**src/rtl/idli_sqi_arb_m.sv**
```systemverilog
// idli_sqi_arb_m: shares the single SQI serial-RAM port between the fetch and
// data requesters. Picks a winner, then sequences CMD, 24-bit ADDR, DUMMY (reads)
// and nibble-serial DATA, with sequential 16-bit-word bursts.
// Optional feature macro: IDLI_SQI_ARB_FAIR_EN (round-robin arbitration and
// MAX_BURST-limited bursts). Without it data has fixed priority and bursts are
// unlimited.
module idli_sqi_arb_m #(
  parameter int MAX_BURST = 4
) (
  input  logic        i_arb_gck,
  input  logic        i_arb_rst,
  input  logic        i_arb_f_req,
  input  logic [15:0] i_arb_f_addr,
  output logic        o_arb_f_gnt,
  input  logic        i_arb_d_req,
  input  logic        i_arb_d_wr,
  input  logic [15:0] i_arb_d_addr,
  output logic        o_arb_d_gnt,
  input  logic [3:0]  i_arb_d_wr_data,
  output logic        o_arb_wr_acp,
  output logic [3:0]  o_arb_rd_data,
  output logic        o_arb_rd_vld,
  output logic        o_arb_word_last,
  output logic        o_arb_sqi_sck,
  output logic        o_arb_sqi_cs,
  output logic        o_arb_sqi_mode,
  input  logic [3:0]  i_arb_sqi_data,
  output logic [3:0]  o_arb_sqi_data
);

  typedef enum logic [2:0] {
    ST_IDLE  = 3'd0,
    ST_CMD   = 3'd1,
    ST_ADDR  = 3'd2,
    ST_DUMMY = 3'd3,
    ST_DATA  = 3'd4
  } state_t;

  if (MAX_BURST < 1) begin : g_bad_max_burst
    $error("MAX_BURST must be at least 1");
  end

  // Nibble idx (0 = most significant) of the byte address {7'b0, addr, 1'b0}
  function automatic logic [3:0] addr_nibble(input logic [15:0] addr, input logic [2:0] idx);
    logic [23:0] ba;
    ba = {7'b0, addr, 1'b0};
    case (idx)
      3'd0:    addr_nibble = ba[23:20];
      3'd1:    addr_nibble = ba[19:16];
      3'd2:    addr_nibble = ba[15:12];
      3'd3:    addr_nibble = ba[11:8];
      3'd4:    addr_nibble = ba[7:4];
      3'd5:    addr_nibble = ba[3:0];
      default: addr_nibble = 4'h0;
    endcase
  endfunction

  state_t      state_r;
  logic [3:0]  phase_r;
  logic [15:0] addr_r;
  logic        wr_r;
  logic        own_d_r;
  logic        f_gnt_r;
  logic        d_gnt_r;
  logic        sck_r;
  logic        cs_r;
  logic        mode_r;
  logic [3:0]  sqi_data_r;
  logic [3:0]  rd_data_r;
  logic        rd_vld_r;
  logic        wr_acp_r;
  logic        word_last_r;

  logic        pick_d_s;
  logic        owner_req_s;
  logic        continue_s;

`ifdef IDLI_SQI_ARB_FAIR_EN
  localparam int BW = (MAX_BURST > 1) ? $clog2(MAX_BURST) : 1;
  logic          last_d_r;
  logic [BW-1:0] burst_r;
  logic          other_req_s;
  logic          burst_full_s;

  // Burst is full once the word now finishing reaches MAX_BURST
  assign burst_full_s = (int'(burst_r) >= (MAX_BURST - 1));

  // Remember the last winner and count completed words of the current burst
  always_ff @(posedge i_arb_gck) begin
    if (i_arb_rst) begin
      last_d_r <= 1'b0;
      burst_r  <= '0;
    end else if ((state_r == ST_IDLE) && (i_arb_f_req || i_arb_d_req)) begin
      last_d_r <= pick_d_s;
      burst_r  <= '0;
    end else if ((state_r == ST_DATA) && (phase_r == 4'd3) && !burst_full_s) begin
      burst_r  <= burst_r + BW'(1);
    end
  end
`endif

  // Pick the IDLE winner and decide whether the owner's burst may go on
  always_comb begin
    owner_req_s = own_d_r ? i_arb_d_req : i_arb_f_req;
`ifdef IDLI_SQI_ARB_FAIR_EN
    other_req_s = own_d_r ? i_arb_f_req : i_arb_d_req;
    pick_d_s    = i_arb_d_req & (~i_arb_f_req | ~last_d_r);
    continue_s  = owner_req_s & ~(other_req_s & burst_full_s);
`else
    pick_d_s    = i_arb_d_req;
    continue_s  = owner_req_s;
`endif
  end

  // Transaction sequencer; every pin-facing output is registered here
  always_ff @(posedge i_arb_gck) begin
    if (i_arb_rst) begin
      state_r     <= ST_IDLE;
      phase_r     <= 4'd0;
      addr_r      <= 16'd0;
      wr_r        <= 1'b0;
      own_d_r     <= 1'b0;
      f_gnt_r     <= 1'b0;
      d_gnt_r     <= 1'b0;
      sck_r       <= 1'b0;
      cs_r        <= 1'b1;
      mode_r      <= 1'b0;
      sqi_data_r  <= 4'h0;
      rd_data_r   <= 4'h0;
      rd_vld_r    <= 1'b0;
      wr_acp_r    <= 1'b0;
      word_last_r <= 1'b0;
    end else begin
      rd_vld_r <= 1'b0;
      case (state_r)
        ST_IDLE: begin
          if (i_arb_f_req || i_arb_d_req) begin
            state_r    <= ST_CMD;
            phase_r    <= 4'd0;
            own_d_r    <= pick_d_s;
            addr_r     <= pick_d_s ? i_arb_d_addr : i_arb_f_addr;
            wr_r       <= pick_d_s & i_arb_d_wr;
            f_gnt_r    <= ~pick_d_s;
            d_gnt_r    <= pick_d_s;
            cs_r       <= 1'b0;
            sck_r      <= 1'b1;
            mode_r     <= 1'b1;
            sqi_data_r <= 4'h0;
          end
        end
        ST_CMD: begin
          if (phase_r == 4'd0) begin
            phase_r    <= 4'd1;
            sqi_data_r <= wr_r ? 4'h2 : 4'h3;
          end else begin
            state_r    <= ST_ADDR;
            phase_r    <= 4'd0;
            sqi_data_r <= addr_nibble(addr_r, 3'd0);
          end
        end
        ST_ADDR: begin
          if (phase_r != 4'd5) begin
            phase_r    <= phase_r + 4'd1;
            sqi_data_r <= addr_nibble(addr_r, phase_r[2:0] + 3'd1);
          end else if (wr_r) begin
            state_r    <= ST_DATA;
            phase_r    <= 4'd0;
            wr_acp_r   <= 1'b1;
            sqi_data_r <= 4'h0;
          end else begin
            state_r    <= ST_DUMMY;
            phase_r    <= 4'd0;
            mode_r     <= 1'b0;
            sqi_data_r <= 4'h0;
          end
        end
        ST_DUMMY: begin
          if (phase_r == 4'd0) begin
            phase_r <= 4'd1;
          end else begin
            state_r <= ST_DATA;
            phase_r <= 4'd0;
          end
        end
        ST_DATA: begin
          if (!wr_r) begin
            rd_data_r <= i_arb_sqi_data;
            rd_vld_r  <= 1'b1;
          end
          if (phase_r != 4'd3) begin
            phase_r     <= phase_r + 4'd1;
            word_last_r <= (phase_r == 4'd2);
          end else if (continue_s) begin
            phase_r     <= 4'd0;
            word_last_r <= 1'b0;
          end else begin
            state_r     <= ST_IDLE;
            phase_r     <= 4'd0;
            cs_r        <= 1'b1;
            sck_r       <= 1'b0;
            mode_r      <= 1'b0;
            f_gnt_r     <= 1'b0;
            d_gnt_r     <= 1'b0;
            wr_acp_r    <= 1'b0;
            word_last_r <= 1'b0;
            sqi_data_r  <= 4'h0;
          end
        end
        default: begin
          state_r     <= ST_IDLE;
          phase_r     <= 4'd0;
          cs_r        <= 1'b1;
          sck_r       <= 1'b0;
          mode_r      <= 1'b0;
          f_gnt_r     <= 1'b0;
          d_gnt_r     <= 1'b0;
          wr_acp_r    <= 1'b0;
          word_last_r <= 1'b0;
          sqi_data_r  <= 4'h0;
        end
      endcase
    end
  end

  // Write nibbles pass straight from the requester while the port accepts them
  assign o_arb_sqi_data  = wr_acp_r ? i_arb_d_wr_data : sqi_data_r;
  assign o_arb_f_gnt     = f_gnt_r;
  assign o_arb_d_gnt     = d_gnt_r;
  assign o_arb_wr_acp    = wr_acp_r;
  assign o_arb_rd_data   = rd_data_r;
  assign o_arb_rd_vld    = rd_vld_r;
  assign o_arb_word_last = word_last_r;
  assign o_arb_sqi_sck   = sck_r;
  assign o_arb_sqi_cs    = cs_r;
  assign o_arb_sqi_mode  = mode_r;

endmodule

```
**config.mk**
```make
export PLATFORM = sky130hd
export DESIGN_NAME = idli_sqi_arb_m
export DESIGN_NICKNAME = d
export VERILOG_FILES = /design/src/rtl/idli_sqi_arb_m.sv
export SDC_FILE = /design/constraint.sdc
export NUM_CORES = 1
export LEC_CHECK = 0
export ABC_AREA = 0
export CORE_MARGIN = 10
export CORE_UTILIZATION = 45
export CTS_CLUSTER_DIAMETER = 60
export CTS_CLUSTER_SIZE = 24
export DETAILED_ROUTE_END_ITERATION = 10
export GPL_ROUTABILITY_DRIVEN = 1
export PLACE_DENSITY = 0.71
export SLEW_MARGIN = 5
export SYNTH_ARGS = -nofsm -noshare
export SYNTH_HDL_FRONTEND = slang
export SYNTH_SLANG_ARGS = --single-unit
```
**constraint.sdc**
```tcl
create_clock -name i_arb_gck -period 4.3 [get_ports i_arb_gck]
set_clock_uncertainty 0.15 [all_clocks]
set_input_delay 0.86 -clock i_arb_gck [delete_from_list [all_inputs] [get_ports i_arb_gck]]
set_output_delay 0.86 -clock i_arb_gck [all_outputs]
set_load 0.01 [all_outputs]
```
Yosys cells after proc, flatten, opt, wreduce, memory -nomap -nowiden
Cells that the tools add are included.
W data, S select, Z words.
{ "word_totals": {"regBits": 41, "elab_cells": 104, "in_bits": 45} }
{ "op_classes": {"eq_ne": 20, "n_reduce_logical": 15, "bitwise_logic": 8, "muxes": 44, "n_addsub": 2} }
{ "ops": {"columns": ["op", "n"], "rows": [
  ["$pmux W4 S5", 2],
  ["$mux W4", 7],
  ["$mux W3", 7],
  ["$mux W1", 17],
  ["$mux W16", 1],
  ["$ne A2 B2 Y1 const B", 8],
  ["$pmux W4 S4", 1],
  ["$pmux W1 S3", 5],
  ["$pmux W3 S5", 1],
  ["$eq A3 B2 Y1 const B", 4],
  ["$reduce_and A6 Y1", 2],
  ["$eq A3 B3 Y1 const B", 3],
  ["$reduce_and A4 Y1", 2],
  ["$not A1 Y1", 7],
  ["$eq A3 B1 Y1 const B", 2],
  ["$reduce_or A3 Y1", 2],
  ["$reduce_and A5 Y1", 1],
  ["$add A4 B1 Y4 const B", 1],
  ["$eq A4 B2 Y1 const B", 1],
  ["$logic_not A4 Y1", 1],
  ["$ne A4 B2 Y1 const B", 1],
  ["$ne A4 B3 Y1 const B", 1],
  ["$pmux W1 S4", 1],
  ["$reduce_and A2 Y1", 2],
  ["8 further kinds", 9]
]} }

Depth between registers and ports, before layout
Gate-level depths: netlist of run 1.
{ "logic_depth": {"word_depth": 5, "ltp_mapped": 7, "ltp_nobuf": 6} }

Worst setup path before layout of run 1
Ideal clock, no wire load.
{ "synth_timing": {"kind": "input -> output", "start": "input port i_arb_d_wr_data[0]", "end": "output port o_arb_sqi_data[0]", "arrival_ps": 1135, "slack_ps": 2155, "path_stages": 1, "required_ps": 3290, "path_buffers": 0, "cell_sequence": "mux2_2"} }
{ "synth_between": {"elab_chain_len": 1} }
{ "synth_rtl": {"columns": ["item", "line_no", "rtl"], "rows": [
  ["from (decl)", "19", "input logic [3:0] i_arb_d_wr_data,"],
  ["$mux W4", "226", "assign o_arb_sqi_data = wr_acp_r ? i_arb_d_wr_data : sqi_data_r;"],
  ["to (decl)", "28", "output logic [3:0] o_arb_sqi_data"]
]} }
No other way between the ends.

Final worst setup path of run 1
Same ends and word-level chain as after synthesis.

==> impl_results.md, run 1 <==
* Ports at 61
* Final core utilization at 61.8%
* Netlist Area Pre-Place at between 0.002 and 0.0025 mm2
* Mapped Nets at ~300
* Num CTS Buffers at 5
* Dpl hpwl at 4140 um
* Largest net degree at the start of global routing at 46
* Synth async-reset ratio at 0%
* Placer congestion estimate at about 0.76
* Final setup viols at 0
* Cts hold-fix bufs at 0
* Initial antenna violation count at 0
* RSZ-0062 raised after global routing: false
* Routed len/inst at 15.5 um
* Die area at roughly 0.008 mm2
* Largest area contributor in the netlist: dfxtp_1
* Final hold vios at 0
* Fmax at around 0.33 GHz
* Clock slew at reported path FFs at 0.08 ns
* Primary FF master, synth: dfxtp_1
* Post-CTS sizing at 0
* Slew HR at 37.3%
* Setup Crit Path Kind: primary input to primary output
* Yosys Warn Count at 0
* Fin crit period at 3.01 ns
* ANT cells at 0
* Final-stage net count at 345
* Mapped Avg Cell Area at 9.23 um2
* CP max FO at 1
* Yosys top cell area share at 36.5%
* Fin crit share at 70.1%
* CTS tree: yes
* Setup TNS at 0 ns
* Clk root buf: clkbuf_8
* Post-CTS setup buffer count at 0
* Layout area overhead at 31.5%
* Clock sinks at 41
* Worst EP required at between 3 and 4 ns
* Total Power at 0.00115 W
* Top-count cell post-synth: dfxtp_1
* Core Area at approximately 0.0048 mm2
* Iteration count of the initial detailed-routing pass at 4
* Die height at approximately 90 um
* CP Launch Type: primary input
* Number of synthesized register bits at 41
* Pleak at 1.14 nW
* WP data arrival at 2.00 ns
* Vias/cell at 5.39
* Post-synth EDFFs at 0
* Synth cell count leaders: 41 x dfxtp_1, 27 x nor2_1, 21 x mux2i_1
* Max-slew violation count at 0
* Max cap viols at 0
* Clock Latency Late Sink at 0.30 ns
* Min-Delay Path Class: flip-flop to flip-flop
* Final wirelength at 5610 um
* PD cells at ~390 mW/mm2
* Gate Count Post-Synth at 244
* GRT overflow at 0
* IO buf count at 60
* Yosys cell types at 52
* First-pass GRT wire length at 9360 um
* Post-route DRC at 0
* Final Non-Filler Cells at 362
* Status: completed
* Ratio of cells with drive above 1 in the final layout at 12.2%
* Worst slew pin tran at 0.941 ns
* Placed insts at between 300 and 400
* Initial Util at between 40% and 50%
* Sequential share of the synthesized area at 36.5%
* Setup crit end kind: primary output
* Number of H-tree levels at 2
* First-iteration detailed-routing DRC count at 96
* Rows at 25
* Synth top area cells: dfxtp_1 36%, mux2i_1 9.3%, a211oi_2 7.8%
* Max VDD drop at 0.177 mV
* Clock tree buffer depth at 2
* Post-route ant nets at 0
* Die width at roughly 91 um
* Vias in the first global route at between 1500 and 2000
* Total track usage at 13.6%
* Via count at 1951
-- critical path: stages --
cell	delay [ns]
clkdlybuf4s50_1	0.40
mux2_2	0.26
clkdlybuf4s50_1	0.48
-- per-stage QoR --
| stage | cell area [um2] | hold slack [ns] | setup WS (ns) |
|---|---|---|---|
| 6_report | 2960 | 0.321 | 1.29 |
| 3_3_place_gp | 2840 | 0.298 | 1.30 |
| 4_1_cts | 2960 | 0.329 | 1.28 |
| 3_5_place_dp | 2840 | 0.317 | 1.28 |
| 2_1_floorplan | 2250 | 0.300 | 2.15 |
| 5_1_grt | 2960 | 0.343 | 1.22 |
-- registers in the layout, indices dropped and copies added, names as in the netlist --
name / count
addr_r: 16
o_arb_d_gnt: 1
o_arb_f_gnt: 1
o_arb_rd_data: 4
o_arb_rd_vld: 1
o_arb_sqi_cs: 1
o_arb_sqi_mode: 1
o_arb_sqi_sck: 1
o_arb_word_last: 1
o_arb_wr_acp: 1
own_d_r: 1
phase_r: 4
sqi_data_r: 4
state_r: 3
wr_r: 1
-- cell type report --
class | instances | area (um2)
Fill cell | 424 | 1830
Tap cell | 67 | 83.8
Sequential cell | 41 | 821
Clock inverter | 3 | 46.3
Timing Repair Buffer | 62 | 611
Multi-Input combinational cell | 175 | 1290
Clock buffer | 5 | 68.8
Inverter | 9 | 33.8
-- routing by layer --
metal  wire, um  global-route usage [%]  vias up
met5          0                       0        -
met4         70                    4.51        0
met3        368                    4.49        6
met2       2610                    21.5       74
met1       2560                    16.8      877
li1           -                       -      994
-- report_power, final --
group | internal (W) | leakage [nW] | switching, W
Sequential | 0.000436 | 0.337 | 0.0000515
Combinational | 0.000168 | 0.747 | 0.000180
Clock | 0.000174 | 0.0543 | 0.000143
Total | 0.000778 | 1.14 | 0.000374
-- path summary, 6_finish.rpt --
kind | start | end | slack [ns] | cells past startpoint
hold reg to reg | o_arb_sqi_cs | o_arb_sqi_cs | 0.32 | 2
hold / removal | o_arb_sqi_cs | o_arb_sqi_cs | 0.32 | 2
setup / recovery | i_arb_d_wr_data[0] | o_arb_sqi_data[0] | 1.29 | 3
setup reg to reg | state_r[0] | addr_r[12] | 2.11 | 5
-- logic make-up (layout without fill, tap and decap cells) --
kind of cell	Yosys count	in the layout	share of synthesized area, %
buf+inv	28	79	6.11
fa+ha+maj	6	6	3.34
flops	41	41	36.5
xor+xnor	1	1	0.723
compound gates	75	75	26.6
simple gates	69	69	15.9
mux	24	24	10.8
-- cells in the final DEF, fill, tap and decap left out, types with 3 or more instances in the layout --
| cell | netlist | final |
|---|---|---|
| a211oi_1 | 4 | 4 |
| a211oi_2 | 14 | 14 |
| a21oi_1 | 18 | 18 |
| a22oi_1 | 4 | 4 |
| clkbuf_8 | 0 | 5 |
| clkdlybuf4s50_1 | 0 | 59 |
| dfxtp_1 | 41 | 41 |
| ha_1 | 6 | 6 |
| inv_1 | 9 | 9 |
| mux2_2 | 3 | 3 |
| mux2i_1 | 21 | 21 |
| nand2_1 | 16 | 16 |
| nand2b_1 | 4 | 4 |
| nand4_1 | 3 | 3 |
| nor2_1 | 27 | 27 |
| nor3_1 | 3 | 3 |
| o21ai_0 | 7 | 7 |
| o21ai_1 | 8 | 8 |
| or4_1 | 3 | 3 |
Power figures use the tool's default switching activity.
==> run 2, diff against run 1 <==
==> constraint.sdc (replaced) <==
create_clock -name i_arb_gck -period 3 [get_ports i_arb_gck]
set_clock_uncertainty 0.15 [all_clocks]
set_input_delay 0.6 -clock i_arb_gck [delete_from_list [all_inputs] [get_ports i_arb_gck]]
set_output_delay 0.6 -clock i_arb_gck [all_outputs]
set_load 0.01 [all_outputs]
==> run 2 against run 1 <==
Effect of this change:
- worst setup slack got worse by 0.78 ns
- wire length fell by 0.61%
- largest power group unchanged
- hold slack got worse by 0.0074 ns
- non-clock buffer count rose by 2
==> impl_results.md, run 2 (synthesis gave the netlist of run 1 again) <==
* Status: completed (unchanged)
* Placed insts at 356 (was 354)
* CTS tree: yes (unchanged)
* CP max FO at 1 (unchanged)
* Final-stage net count at 347 (was 345)
* Setup Crit Path Kind: primary input to primary output (unchanged)
* Vias/cell at 5.35 (was 5.39)
* Max cap viols at 0 (unchanged)
* Psw at 0.000532 W (was 0.000374 W)
* Core Area at 0.00479 mm2 (unchanged)
* End point of the critical path: o_arb_sqi_data[3] (was o_arb_sqi_data[0])
* Reg2Reg Launch Point: state_r[2] (was state_r[0])
* Vias in the first global route at 1889 (was 1908)
* Fin crit period at 2.49 ns
* Max VDD drop at 0.290 mV (was 0.177 mV)
* Slew HR at 50.9% (was 37.3%)
* Ratio of cells with drive above 1 in the final layout at 12.5% (was 12.2%)
* Final wirelength at 5580 um (was 5610 um)
* Initial antenna violation count at 0 (unchanged)
* Dpl hpwl at 4100 um (was 4140 um)
* Post-CTS setup buffer count at 0 (unchanged)
* Rows at 25 (unchanged)
* Largest net degree at the start of global routing at 38 (was 46)
* Sequential share of power at 44.6% (was 42.3%)
* Iteration count of the initial detailed-routing pass at 4 (unchanged)
* Start point of the critical path: i_arb_d_wr_data[3] (was i_arb_d_wr_data[0])
* WP data arrival at 1.74 ns (was 2.00 ns)
* Placer congestion estimate at 0.778 (was 0.759)
* Placed inst area at 0.00286 mm2 (was 0.00284 mm2)
* Total track usage at 13.3% (was 13.6%)
* PD cells at 532 mW/mm2 (was 389 mW/mm2)
* GRT overflow at 0 (unchanged)
* Min-Delay Path Class: flip-flop to flip-flop (unchanged)
* Clock slew at reported path FFs at 0.08 ns (about the same)
* Max reg flops at 16 (unchanged)
* Post-route ant nets at 0 (unchanged)
* Ports at 61 (unchanged)
* RSZ-0062 raised after global routing: false (unchanged)
* Initial Util at 47.0% (unchanged)
* IO buf count at 60 (unchanged)
* Clock sinks at 41 (unchanged)
* Via count at 1947 (was 1951)
* Setup crit end kind: primary output (unchanged)
* End of the worst register-to-register path: phase_r[3] (was addr_r[12])
* CP Launch Type: primary input (unchanged)
* Most frequent cells in the layout: 59 x clkdlybuf4s50_1, 41 x dfxtp_1, 27 x nor2_1 (unchanged)
* R2R setup slack at 0.88 ns (was 2.11 ns)
* Fin crit share at 83.1%
* Comb power frac at 32.0% (was 30.1%)
* Final hold slack at 0.313 ns (was 0.321 ns)
* Clk root buf: clkbuf_8 (unchanged)
* Min-Delay Path Depth at 2 (unchanged)
* Post-CTS sizing at 0 (unchanged)
* Final Non-Filler Cells at 364 (was 362)
* Final hold vios at 0 (unchanged)
* Number of H-tree levels at 2 (unchanged)
* Net Sw Frac at 33.9% (was 32.5%)
* ANT cells at 0 (unchanged)
* Pleak at 1.13 nW (was 1.14 nW)
* Final instance area at 0.00295 mm2 (was 0.00296 mm2)
* Clock power frac at 23.3% (was 27.5%)
* Cts hold-fix bufs at 0 (unchanged)
* Worst slew pin tran at 0.736 ns (was 0.941 ns)
* Fmax at 0.401 GHz
* First-pass GRT wire length at 9320 um (was 9360 um)
* Setup TNS at 0 ns (unchanged)
* Biggest register: addr_r (unchanged)
* R2R depth at 4 (was 5)
* Worst EP required at 2.25 ns (was 3.29 ns)
* First-iteration detailed-routing DRC count at 105 (was 96)
* Clock tree buffer depth at 2 (unchanged)
* Commonest non-fill, non-tap cell in the layout: clkdlybuf4s50_1 (unchanged)
* Total Power at 0.00157 W (was 0.00115 W)
* Power Internal at 0.00104 W (was 0.000778 W)
* Die height at 90.7 um (unchanged)
* Final setup viols at 0 (unchanged)
* Num CTS Buffers at 5 (unchanged)
* Die area at 0.00823 mm2 (unchanged)
* Filler cells at 435 (was 424)
* Layout area overhead at 30.9% (was 31.5%)
* Post-route DRC at 0 (unchanged)
* Routed len/inst at 15.3 um (was 15.5 um)
* Die width at 90.7 um (unchanged)
* Clock Latency Late Sink at 0.29 ns (was 0.30 ns)
* Max-slew violation count at 0 (unchanged)
## run 2: final cells by class
| class | count | area, um2 | share of cell area (%) |
|---|---|---|---|
| Sequential cell | 41 | 821 | 27.9 |
| Clock buffer | 6 | 72.6 | 2.46 |
| Clock inverter | 2 | 15.0 | 0.510 |
| Tap cell | 67 | 83.8 | 2.85 |
| Timing Repair Buffer | 64 | 626 | 21.2 |
| Multi-Input combinational cell | 175 | 1290 | 43.9 |
| Inverter | 9 | 33.8 | 1.15 |
## run 2: power groups by stage
stage	registers (W)	logic (W)	clock network (W)
after floorplan	0.000685	0.000365	0
after global placement	0.000709	0.000495	0
after detailed placement	0.000710	0.000504	0
after CTS	0.000699	0.000506	0.000368
after global routing	0.000713	0.000560	0.000391
final	0.000700	0.000502	0.000366
## run 2: critical path: stages
cell and delay [ns]:
clkdlybuf4s50_1 0.40, mux2_2 0.26, clkdlybuf4s50_1 0.48
## run 2: worst min path at each step
stage	startpoint	end	slack, ns
floorplan	own_d_r	own_d_r	0.30
global placement	o_arb_sqi_cs	o_arb_sqi_cs	0.30
detailed placement	o_arb_sqi_cs	o_arb_sqi_cs	0.31
CTS	o_arb_sqi_cs	o_arb_sqi_cs	0.32
global route	o_arb_d_gnt	o_arb_d_gnt	0.36
finish	o_arb_sqi_cs	o_arb_sqi_cs	0.31
## run 2: per-stage QoR
stage,util [%],setup slack (ns)
after global placement,59.7,0.526
after global routing,61.6,0.472
after CTS,61.6,0.499
final,61.6,0.508
after detailed placement,59.7,0.505
after floorplan,-,1.08
## run 2: per-layer routing
metal / vias up / share of wire [%] / global-route usage [%]
met4: 0 / 1.1 / 4.91
met2: 58 / 46 / 20.8
met1: 888 / 47 / 16.9
li1: 996 / - / -
met3: 5 / 5.6 / 3.82
met5: - / 0 / 0
==> run 3, diff against run 2 <==
--- a/config.mk
+++ b/config.mk
@@ -7,12 +7,12 @@
 export LEC_CHECK = 0
 export ABC_AREA = 0
 export CORE_MARGIN = 10
-export CORE_UTILIZATION = 45
+export CORE_UTILIZATION = 44
 export CTS_CLUSTER_DIAMETER = 60
 export CTS_CLUSTER_SIZE = 24
 export DETAILED_ROUTE_END_ITERATION = 10
 export GPL_ROUTABILITY_DRIVEN = 1
-export PLACE_DENSITY = 0.71
+export PLACE_DENSITY = 0.73
 export SLEW_MARGIN = 5
 export SYNTH_ARGS = -nofsm -noshare
 export SYNTH_HDL_FRONTEND = slang
==> constraint.sdc (replaced) <==
create_clock -name i_arb_gck -period 2.15 [get_ports i_arb_gck]
set_clock_uncertainty 0.15 [all_clocks]
set_input_delay 0.43 -clock i_arb_gck [delete_from_list [all_inputs] [get_ports i_arb_gck]]
set_output_delay 0.43 -clock i_arb_gck [all_outputs]
set_load 0.01 [all_outputs]
==> run 3 against run 2 <==
Effect of this change:
- clock-buffer cell count did not move
- wire length fell by 1.8%
- flip-flop and latch count did not move
- design area rose by 2.3%
- utilization rose by 0.62 points
- clock power rose by 30%
- register-to-register slack got worse by 0.72 ns
- hold slack got worse by 0.0027 ns
- critical path depth rose by 3
- sequential power rose by 37%
- worst setup slack got worse by 0.35 ns
- non-clock buffer count rose by 8
- critical path type is now flip-flop to flip-flop
- largest power group unchanged
==> impl_results.md, run 3 (synthesis gave the netlist of run 1 again) <==
* CP max FO at 8 (was 1)
* Final core utilization at 62.2% (was 61.6%)
* Final hold vios at 0 (unchanged)
* Min-Delay Path Class: flip-flop to flip-flop (unchanged)
* PD cells at 728 mW/mm2 (was 532 mW/mm2)
* Post-route DRC at 0 (unchanged)
* First-iteration detailed-routing DRC count at 73 (was 105)
* First-pass GRT wire length at 9420 um (was 9320 um)
* Routed len/inst at 14.7 um (was 15.3 um)
* Clock slew at reported path FFs at 0.07 ns (was 0.08 ns)
* Clk root buf: clkbuf_8 (unchanged)
* Via count at 1993 (was 1947)
* Total Power at 0.00220 W (was 0.00157 W)
* ANT cells at 0 (unchanged)
* Rows at 25 (unchanged)
* Die area at 0.00838 mm2 (was 0.00823 mm2)
* Initial Util at 46.4% (was 47.0%)
* Fmax at 0.501 GHz
* Fin crit share at 92.8%
* Biggest register: addr_r (unchanged)
* Core Area at 0.00485 mm2 (was 0.00479 mm2)
* Gr busiest metal: met2 (unchanged)
* Placed inst area at 0.00293 mm2 (was 0.00286 mm2)
* Met1 Resource Use GR at 16.9% (about the same)
* Die height at 91.5 um (was 90.7 um)
* Final hold slack at 0.311 ns (was 0.313 ns)
* Die width at 91.5 um (was 90.7 um)
* Post-CTS setup buffer count at 0 (unchanged)
* Met3 Use GR at 4.53% (was 3.82%)
* CTS tree: yes (unchanged)
* Most frequent cells in the layout: 55 x clkdlybuf4s50_1, 39 x dfxtp_1, 27 x nor2_1 (was 59 x clkdlybuf4s50_1, 41 x dfxtp_1, 27 x nor2_1)
* Final setup viols at 0 (unchanged)
* Setup Crit Path Kind: flip-flop to flip-flop (was primary input to primary output)
* Largest net degree at the start of global routing at 34 (was 38)
* Worst Hold Path EP: o_arb_sqi_cs (unchanged)
* Max-slew violation count at 0 (unchanged)
* Commonest non-fill, non-tap cell in the layout: clkdlybuf4s50_1 (unchanged)
* Clock tree buffer depth at 2 (unchanged)
* Ports at 61 (unchanged)
* Num CTS Buffers at 5 (unchanged)
* Dpl hpwl at 4290 um (was 4100 um)
* Dpl ws at -0.0928 ns (was 0.505 ns)
* Clock sinks at 41 (unchanged)
* Slew HR at 67.0% (was 50.9%)
* Met2 usage at 20.3% (was 20.8%)
* R2R depth at 6 (was 4)
* Post-route ant nets at 0 (unchanged)
* Vias/cell at 5.36 (was 5.35)
* Final worst slack at 0.155 ns (was 0.508 ns)
* HP Start: o_arb_sqi_cs (unchanged)
* Max cap viols at 0 (unchanged)
* Reg2Reg Launch Point: phase_r[0] (was state_r[2])
* End of the worst register-to-register path: o_arb_sqi_sck (was phase_r[3])
* Clock Latency Late Sink at 0.29 ns (about the same)
* Start point of the critical path: phase_r[0] (was i_arb_d_wr_data[3])
* Fin crit period at 1.99 ns
* RSZ-0062 raised after global routing: false (unchanged)
* Worst slew pin tran at 0.493 ns (was 0.736 ns)
* Iteration count of the initial detailed-routing pass at 4 (unchanged)
* WP data arrival at 2.03 ns (was 1.74 ns)
* GRT overflow at 0 (unchanged)
* Max reg flops at 16 (unchanged)
* Final wirelength at 5480 um (was 5580 um)
* Ratio of cells with drive above 1 in the final layout at 15.4% (was 12.5%)
* Final instance area at 0.00302 mm2 (was 0.00295 mm2)
* IO buf count at 60 (unchanged)
* Layout area overhead at 34.0% (was 30.9%)
* Initial antenna violation count at 0 (unchanged)
* Setup crit end kind: flip-flop (was primary output)
* Min-Delay Path Depth at 2 (unchanged)
* Max VDD drop at 0.341 mV (was 0.290 mV)
* Final-stage net count at 355 (was 347)
* R2R setup slack at 0.16 ns (was 0.88 ns)
* Vias in the first global route at 1952 (was 1889)
* Placer congestion estimate at 0.821 (was 0.778)
* Status: completed (unchanged)
* Total track usage at 13.4% (was 13.3%)
* Pleak at 1.21 nW (was 1.13 nW)
* Number of H-tree levels at 2 (unchanged)
* Worst EP required at 2.19 ns (was 2.25 ns)
* CP Launch Type: flip-flop (was primary input)
-- run 3: cell types whose count changed in the layout (fill, tap and decap cells not counted), sizes merged --
cell	before	now
buf	5	13
clkinv	0	2
dlymetal6s2s	0	1
clkinvlp	2	0
clkdlybuf4s50	59	55
dlygate4sd2	0	3
-- run 3: critical path, stage by stage, from the launching register on --
cell     delay, ns
dfxtp_2       0.37
ha_1          0.29
nor3b_2       0.18
buf_4         0.17
a211o_1       0.31
a21o_1        0.25
o21a_1        0.18
-- run 3: timing repair --
item,CTS,global route
gates resized for setup,4,2
setup endpoints to repair,4,4
hold buffers,0,0
gates cloned,0,0
-- run 3: worst max-delay path by stage --
stage | to | slack (ns) | cells after the start
2_1_floorplan | state_r[2] | 0.23 | 6
3_3_place_gp | sqi_data_r[1] | -0.06 | 5
3_5_place_dp | sqi_data_r[1] | -0.09 | 5
4_1_cts | o_arb_sqi_data[0] | 0.008 | 3
5_1_grt | sqi_data_r[3] | 0.03 | 5
6_report | o_arb_sqi_sck | 0.16 | 6
-- run 3: metal layers --
layer	up-vias	part of all wire (%)
li1	1009	-
met1	920	47
met2	54	46
met3	10	5.7
met4	0	1.6
met5	-	0
-- run 3: power by group --
part / internal (W) / total, W / leakage [nW] / switching, W
Sequential: 0.000874 / 0.000960 / 0.338 / 0.0000851
Clock: 0.000225 / 0.000476 / 0.0450 / 0.000252
Combinational: 0.000376 / 0.000760 / 0.831 / 0.000385
Total: 0.00147 / 0.00220 / 1.21 / 0.000721
-- run 3: final cells by class --
type | count | area, um2
Tap cell | 67 | 83.8
Fill cell | 453 | 1830
Multi-Input combinational cell | 175 | 1290
Clock buffer | 6 | 72.6
Clock inverter | 2 | 10.0
Timing Repair Buffer | 72 | 697
Inverter | 9 | 33.8
Sequential cell | 41 | 823
-- run 3: per-stage QoR --
stage	TNS, ns	cells
global route	0	372
global placement	-0.0564	364
CTS	0	372
detailed placement	-0.192	364
finish	0	372
floorplan	0	244
